===== src/rtl/regfile_wb_ctrl.sv =====
// regfile_wb_ctrl: round-robin ALU/MEM writeback arbiter driving a registered
// register-file write port, with a per-register busy scoreboard for RAW hazards.
module regfile_wb_ctrl #(
    parameter int DW   = 8,
    parameter int AW   = 3,
    parameter int NREG = 2**AW
) (
    input  logic            clk,
    input  logic            rst,
    input  logic            alu_valid,
    input  logic [AW-1:0]   alu_addr,
    input  logic [DW-1:0]   alu_data,
    output logic            alu_ready,
    input  logic            mem_valid,
    input  logic [AW-1:0]   mem_addr,
    input  logic [DW-1:0]   mem_data,
    output logic            mem_ready,
    input  logic            rsv_valid,
    input  logic [AW-1:0]   rsv_addr,
    input  logic [AW-1:0]   chk_addr1,
    input  logic [AW-1:0]   chk_addr2,
    output logic            hazard,
    output logic            regwrite,
    output logic [AW-1:0]   wa,
    output logic [DW-1:0]   wd,
    output logic [NREG-1:0] busy,
    output logic            err
);
    typedef enum logic {LAST_MEM, LAST_ALU} rr_t;
    rr_t rr, rr_next;
    logic gnt_alu, gnt_mem;
    logic [NREG-1:0] set_mask, clr_mask;
    always_comb begin
        gnt_alu  = !rst && alu_valid && (!mem_valid || rr == LAST_MEM);
        gnt_mem  = !rst && mem_valid && (!alu_valid || rr == LAST_ALU);
        rr_next  = gnt_alu ? LAST_ALU : gnt_mem ? LAST_MEM : rr;
        set_mask = rsv_valid ? NREG'(1) << rsv_addr : '0;
        clr_mask = regwrite ? NREG'(1) << wa : '0;
    end
    assign alu_ready = gnt_alu;
    assign mem_ready = gnt_mem;
    assign hazard    = busy[chk_addr1] | busy[chk_addr2];
    // a reservation landing on its own commit edge is newer, so set beats clear
    always_ff @(posedge clk) begin
        if (rst) begin
            rr       <= LAST_MEM;
            regwrite <= 1'b0;
            wa       <= '0;
            wd       <= '0;
            busy     <= '0;
            err      <= 1'b0;
        end else begin
            rr       <= rr_next;
            regwrite <= gnt_alu | gnt_mem;
            if (gnt_alu | gnt_mem) begin
                wa <= gnt_alu ? alu_addr : mem_addr;
                wd <= gnt_alu ? alu_data : mem_data;
            end
            busy <= (busy & ~clr_mask) | set_mask;
            err  <= err | (regwrite & ~busy[wa]);
        end
    end
endmodule


===== config.mk =====
export PLATFORM = sky130hd
export DESIGN_NAME = regfile_wb_ctrl
export DESIGN_NICKNAME = d
export VERILOG_FILES = /design/src/rtl/regfile_wb_ctrl.sv
export SDC_FILE = /design/constraint.sdc
export NUM_CORES = 1
export LEC_CHECK = 0
export ABC_AREA = 1
export BUFFER_PORTS_ARGS = -buffer_cell sky130_fd_sc_hd__buf_2
export CAP_MARGIN = 5
export CORE_MARGIN = 1.5
export CORE_UTILIZATION = 41
export DETAILED_ROUTE_END_ITERATION = 10
export PLACE_DENSITY = 0.68
export SETUP_SLACK_MARGIN = 0.2
export SYNTH_ARGS = -nofsm -noshare
export SYNTH_HDL_FRONTEND = slang
export SYNTH_SLANG_ARGS = --single-unit

===== constraint.sdc =====
create_clock -name clk -period 1.5 [get_ports clk]
set_input_delay 0.075 -clock clk [delete_from_list [all_inputs] [get_ports clk]]
set_output_delay 0.075 -clock clk [all_outputs]
set_load 0.02 [all_outputs]

==> results of run 1 <==
[flip-flops by register name, summed over array words and instances, names as in the netlist]
| register | cells |
|---|---|
| rr | 1 |
| wd | 8 |
| regwrite | 1 |
| err | 1 |
| busy | 8 |
| wa | 3 |
[cells by family after synthesis]
kind of cell,after synthesis
AO/OA/AOI/OAI,39
buffers and inverters,31
flip-flops,22
AND/OR/NAND/NOR,107
[power by group through the flow]
stage / sequential (mW) / clock (mW) / combinational [mW]
floorplan: 0.723 / 0 / 0.188
global placement: 0.679 / 0 / 0.356
detailed placement: 0.681 / 0 / 0.357
CTS: 0.667 / 0.268 / 0.383
global route: 0.672 / 0.299 / 0.429
finish: 0.665 / 0.256 / 0.384
[stage by stage]
| step | setup WS, ns | cells | power (mW) | util | hold slack, ns |
|---|---|---|---|---|---|
| 2_1_floorplan | 0.355 | 199 | 0.910 | - | 0.144 |
| 3_3_place_gp | 0.355 | 286 | 1.04 | 0.549 | 0.289 |
| 3_5_place_dp | 0.330 | 286 | 1.04 | 0.549 | 0.293 |
| 4_1_cts | 0.189 | 294 | 1.32 | 0.586 | 0.0102 |
| 5_1_grt | 0.101 | 294 | 1.40 | 0.595 | 0.000877 |
| 6_report | 0.200 | 294 | 1.30 | 0.595 | 0.0157 |
[final cells by class]
| type | count | area (um2) | area share |
|---|---|---|---|
| Inverter | 26 | 103 | 0.0604 |
| Multi-Input combinational cell | 146 | 701 | 0.413 |
| Tap cell | 31 | 38.8 | 0.0228 |
| Timing Repair Buffer | 66 | 374 | 0.220 |
| Sequential cell | 22 | 459 | 0.270 |
| Clock buffer | 3 | 22.5 | 0.0133 |
[final timing paths]
| check | start | end | depth (start not counted) |
|---|---|---|---|
| max | busy[1] | hazard | 7 |
| max reg2reg | rr | wd[3] | 6 |
| min | mem_data[0] | wd[0] | 3 |
| min reg2reg | wd[6] | wd[6] | 2 |
[worst max-delay path: stages, from the launching register on]
cell	delay [ns]
dfxtp_2	0.36
inv_2	0.05
a21oi_2	0.11
o21ai_1	0.07
o21ai_1	0.08
nand2_1	0.08
nand3_2	0.08
buf_6	0.11
[cells in the final DEF, fill, tap and decap left out]
| cell type | n |
|---|---|
| nand2_1 | 59 |
| buf_2 | 57 |
| inv_1 | 21 |
| o21ai_0 | 20 |
| nand3_1 | 19 |
| nor2_1 | 15 |
| dfxtp_1 | 13 |
| a21oi_1 | 12 |
| dfxtp_2 | 6 |
| o21ai_1 | 5 |
| buf_4 | 5 |
| nor2_2 | 4 |
| inv_2 | 3 |
| nand3_2 | 3 |
| dfxtp_4 | 3 |
| clkbuf_4 | 3 |
| nand3_4 | 2 |
| inv_4 | 2 |
| nand2_2 | 2 |
| or2_2 | 2 |
| dlygate4sd3_1 | 2 |
| a21oi_2 | 1 |
| o21a_1 | 1 |
| nand2_4 | 1 |
| buf_6 | 1 |
| buf_12 | 1 |
[what timing repair did]
action / CTS / global route
gates resized for setup: 15 / 12
hold buffers: 2 / 0
buffers inserted: 3 / 0
endpoints found under the hold margin: 2 / 0
cloned: 0 / 0
setup endpoints to repair: 3 / 4
pin swaps: 4 / 3
[per-layer routing]
metal / share of wire / vias to the layer above / routed length [um]
met1: 0.45 / 663 / 1460
met2: 0.48 / 48 / 1550
met5: 0 / - / 0
li1: - / 764 / -
met3: 0.057 / 2 / 183
met4: 0.0053 / 0 / 17
==> impl_metrics.ini, run 1 <==
[outcome]
status = complete, no violations

[timing]
rsz0062_at_grt = true
fin_crit_sh = 0.867
worstMarginPinSlew_ns = 0.294
tns_ns = 0
report.final.slew_viol_count = 0
fin_crit_ns = 1.30
slew_headroom = 0.804
finalHoldViolCount = 0
finalSetupViolCount = 0
finClkSkew_ns = 0.00289
max_freq_ghz = 0.769

[cts]
cts_buffers = 3
cts_sinks = 22
cts_root_buffer = clkbuf_4
clk_path_buf_depth = 2
clk_pin_slew_worst_paths_ns = 0.11
htreeDepth = 1
insertion_delay_ns = 0.29
tritoncts = built

[drt]
vias = 1477
via_per_inst = 5.02
drt-initial-drc-count = 57
detail_route.wl_per_cell_um = 10.9
drtPass1Iterations = 4
wl_um = 3210
antenna_left = 0
drc = 0

[critical_path]
worstSetupEndpointType = output port
ff2ff_setup_slack_ns = 0.30
startpoint_type = flop
critPathMaxFanout = 3
cp.arrival_ns = 1.23
required_ns = 1.42
crit_type = reg -> out

[layout]
n_antenna_cell = 0
fin_nets = 301
drive_above_1_share = 0.365
fillers = 309
areaGrowthSynthToFinish_pct = 34.2
final_cell_area_um2 = 1700

[placement]
dpl_cell_area_um2 = 1570
placement.io_buffers = 59
gp_congestion = 0.770
hpwlAfterDp_um = 2440

[floorplanning]
num_io_pins = 60
die_h_um = 58.5
dieArea_um2 = 3430
start_util = 0.443
rows = 19
coreArea_um2 = 2850
dieWidth_um = 58.5

[yosys]
yosys.area.top_type_share = 0.348
synth_edf_count = 0
yosysMostFrequentCell = nand2_1
yosysTopAreaCell = dfxtp_1
synth-seq-cells = 22
netlist_instances = 199
synthSimpleGateAreaFrac = 0.379
synth_fp_nets = 235
synth_commonest_cells = 61 x nand2_1, 23 x inv_1, 23 x o21ai_0
synth_compound_area_frac = 0.156
synth.area.mux_share = 0
synthArstFlopShare = 0
synth_fa_ha_area_frac = 0
syn_avg_cell_area_um2 = 6.36
ys_warn_count = 0
synth_area_um2 = 1260
synth_xor_area_frac = 0
synth.area.top_cells = dfxtp_1 35%, nand2_1 18%, o21ai_0 9.1%, nand3_1 8.7%, inv_1 6.8%
synth-seq-area-share = 0.348
synth_flop_cell = dfxtp_1
synth_top_family_by_area = simple AND/OR/NAND/NOR gates
synth_cell_types = 20

[global_routing]
grt_pass1_wl_um = 5300
met2_usage = 0.339
use_met1 = 0.263
antenna_found_initial = 0
grt_pass1_vias = 1258
met3_usage = 0.0264
groute.usage.overall = 0.200
busiest_layer = met2
gr-total-overflow = 0
grt_max_degree = 16

[power_and_ir_drop]
p_leak_nw = 0.910
comb_power_share = 0.294
p_per_area_nw_per_um2 = 768
p_switching_mw = 0.430
power.internal_mw = 0.875
peakVddDrop_mv = 0.393
swShare = 0.330
power_frac_clock = 0.196
pwr-share-seq = 0.510

[worst_hold_path]
hp-class = in -> reg

[flow_run]
maxCapViolCount = 0
No activity file was read; power rests on OpenSTA's default activity.
==> run 2: changes to the inputs <==
--- a/config.mk
+++ b/config.mk
@@ -11,6 +11,7 @@
 export CORE_MARGIN = 1.5
 export CORE_UTILIZATION = 41
 export DETAILED_ROUTE_END_ITERATION = 10
+export HOLD_SLACK_MARGIN = 0.12
 export PLACE_DENSITY = 0.68
 export SETUP_SLACK_MARGIN = 0.2
 export SYNTH_ARGS = -nofsm -noshare
==> impl_metrics.ini, run 2 (synthesized netlist as in run 1, its figures left out) <==
[timing]
report.final.slew_viol_count = 0
tns_ns = 0
fin_crit_sh = 0.869
finalHoldViolCount = 0
setup_slack_ns = 0.196
finalSetupViolCount = 0
worstMarginPinSlew_ns = 0.306
rsz0062_at_grt = true
hold_ws_ns = 0.126
max_freq_ghz = 0.767
slew_headroom = 0.796
fin_crit_ns = 1.30
finClkSkew_ns = 0.00392

[cts]
cts_root_buffer = clkbuf_4
cts_sinks = 22
tritoncts = built
insertion_delay_ns = 0.29
htreeDepth = 1
clk_pin_slew_worst_paths_ns = 0.12
cts_buffers = 3
clk_path_buf_depth = 2

[power_and_ir_drop]
p_total_mw = 1.35
p_per_area_nw_per_um2 = 718
p_leak_nw = 0.986
power.internal_mw = 0.906
power_frac_clock = 0.192
comb_power_share = 0.315
p_switching_mw = 0.445
pwr-share-seq = 0.493
swShare = 0.329
peakVddDrop_mv = 0.403

[critical_path]
startpoint_type = flop
crit_type = reg -> out
critPathMaxFanout = 3
required_ns = 1.42
cp.arrival_ns = 1.23
worstSetupEndpointType = output port

[drt]
drt-initial-drc-count = 66
drtPass1Iterations = 4
detail_route.wl_per_cell_um = 11.5
antenna_left = 0
vias = 1554
via_per_inst = 4.98
wl_um = 3580
drc = 0

[layout]
areaGrowthSynthToFinish_pct = 48.7
final_common_cell = nand2_1
fin_nets = 319
reg.largest.list = busy: 8 flops, wd: 8 flops, wa: 3 flops
multi_input_area_um2 = 703
fillers = 284
regArea_um2 = 459
utilization = 0.659
final_cell_mix = 58 x nand2_1, 57 x buf_2, 21 x inv_1
n_antenna_cell = 0
drive_above_1_share = 0.345

[placement]
gp_congestion = 0.770
hpwlAfterDp_um = 2440
placement.io_buffers = 59
place_ws_ns = 0.330

[floorplanning]
coreArea_um2 = 2850
dieWidth_um = 58.5
die_h_um = 58.5
rows = 19
start_util = 0.443
num_io_pins = 60
dieArea_um2 = 3430

[global_routing]
antenna_found_initial = 0
groute.usage.overall = 0.221
grt_max_degree = 16
grt_pass1_vias = 1359
grt_pass1_wl_um = 5820
gr-total-overflow = 0

[flow_run]
maxCapViolCount = 0

[outcome]
status = complete, no violations

[worst_hold_path]
hp-class = in -> reg
[run 2: changes by cell type in the layout (fill, tap and decap cells not counted), sizes merged]
cell         previous run  this run
dlygate4sd3             2        20
[run 2: final timing paths]
check        cells past startpoint         from      to  slack [ns]
max                              7      busy[1]  hazard        0.20
min                              4  alu_data[4]   wd[4]        0.13
max reg2reg                      6           rr   wd[3]        0.30
min reg2reg                      2        wd[5]   wd[5]        0.47
[run 2: worst max-delay path, cell delays in order, from the launching register on]
cell and delay [ns]:
dfxtp_2 0.36, inv_2 0.05, a21oi_2 0.11, o21ai_1 0.07, o21ai_1 0.08, nand2_1 0.08, nand3_2 0.08, buf_6 0.11
[run 2: timing repair]
action,4_1_cts,5_1_grt
gates resized for setup,15,13
setup endpoints to repair,3,5
hold endpoints to repair,18,0
pin swaps,4,4
hold buffers,20,0
setup buffers,3,0
[run 2: stage by stage]
stage	instance area [um2]	cells
after floorplan	1260	199
after global placement	1570	286
after detailed placement	1570	286
after CTS	1850	312
after global routing	1880	312
final	1880	312
[run 2: power by group through the flow]
stage	clock [mW]	sequential [mW]	combinational [mW]
floorplan	0	0.723	0.188
global placement	0	0.679	0.356
detailed placement	0	0.681	0.357
CTS	0.268	0.667	0.418
global route	0.300	0.671	0.471
finish	0.259	0.666	0.426
[run 2: cell type report]
cell class / instances / area share
sequential: 22 / 0.244
tap: 31 / 0.0206
timing repair buffer: 84 / 0.295
multi-input combinational: 146 / 0.374
clock buffer: 3 / 0.0120
inverter: 26 / 0.0546
[run 2: per-layer routing]
| metal | vias to the layer above | GRT usage | share of wire |
|---|---|---|---|
| met5 | - | 0 | 0 |
| met3 | 4 | 0.0264 | 0.040 |
| li1 | 800 | - | - |
| met1 | 706 | 0.276 | 0.45 |
| met4 | 0 | 0.0698 | 0.010 |
| met2 | 44 | 0.393 | 0.50 |
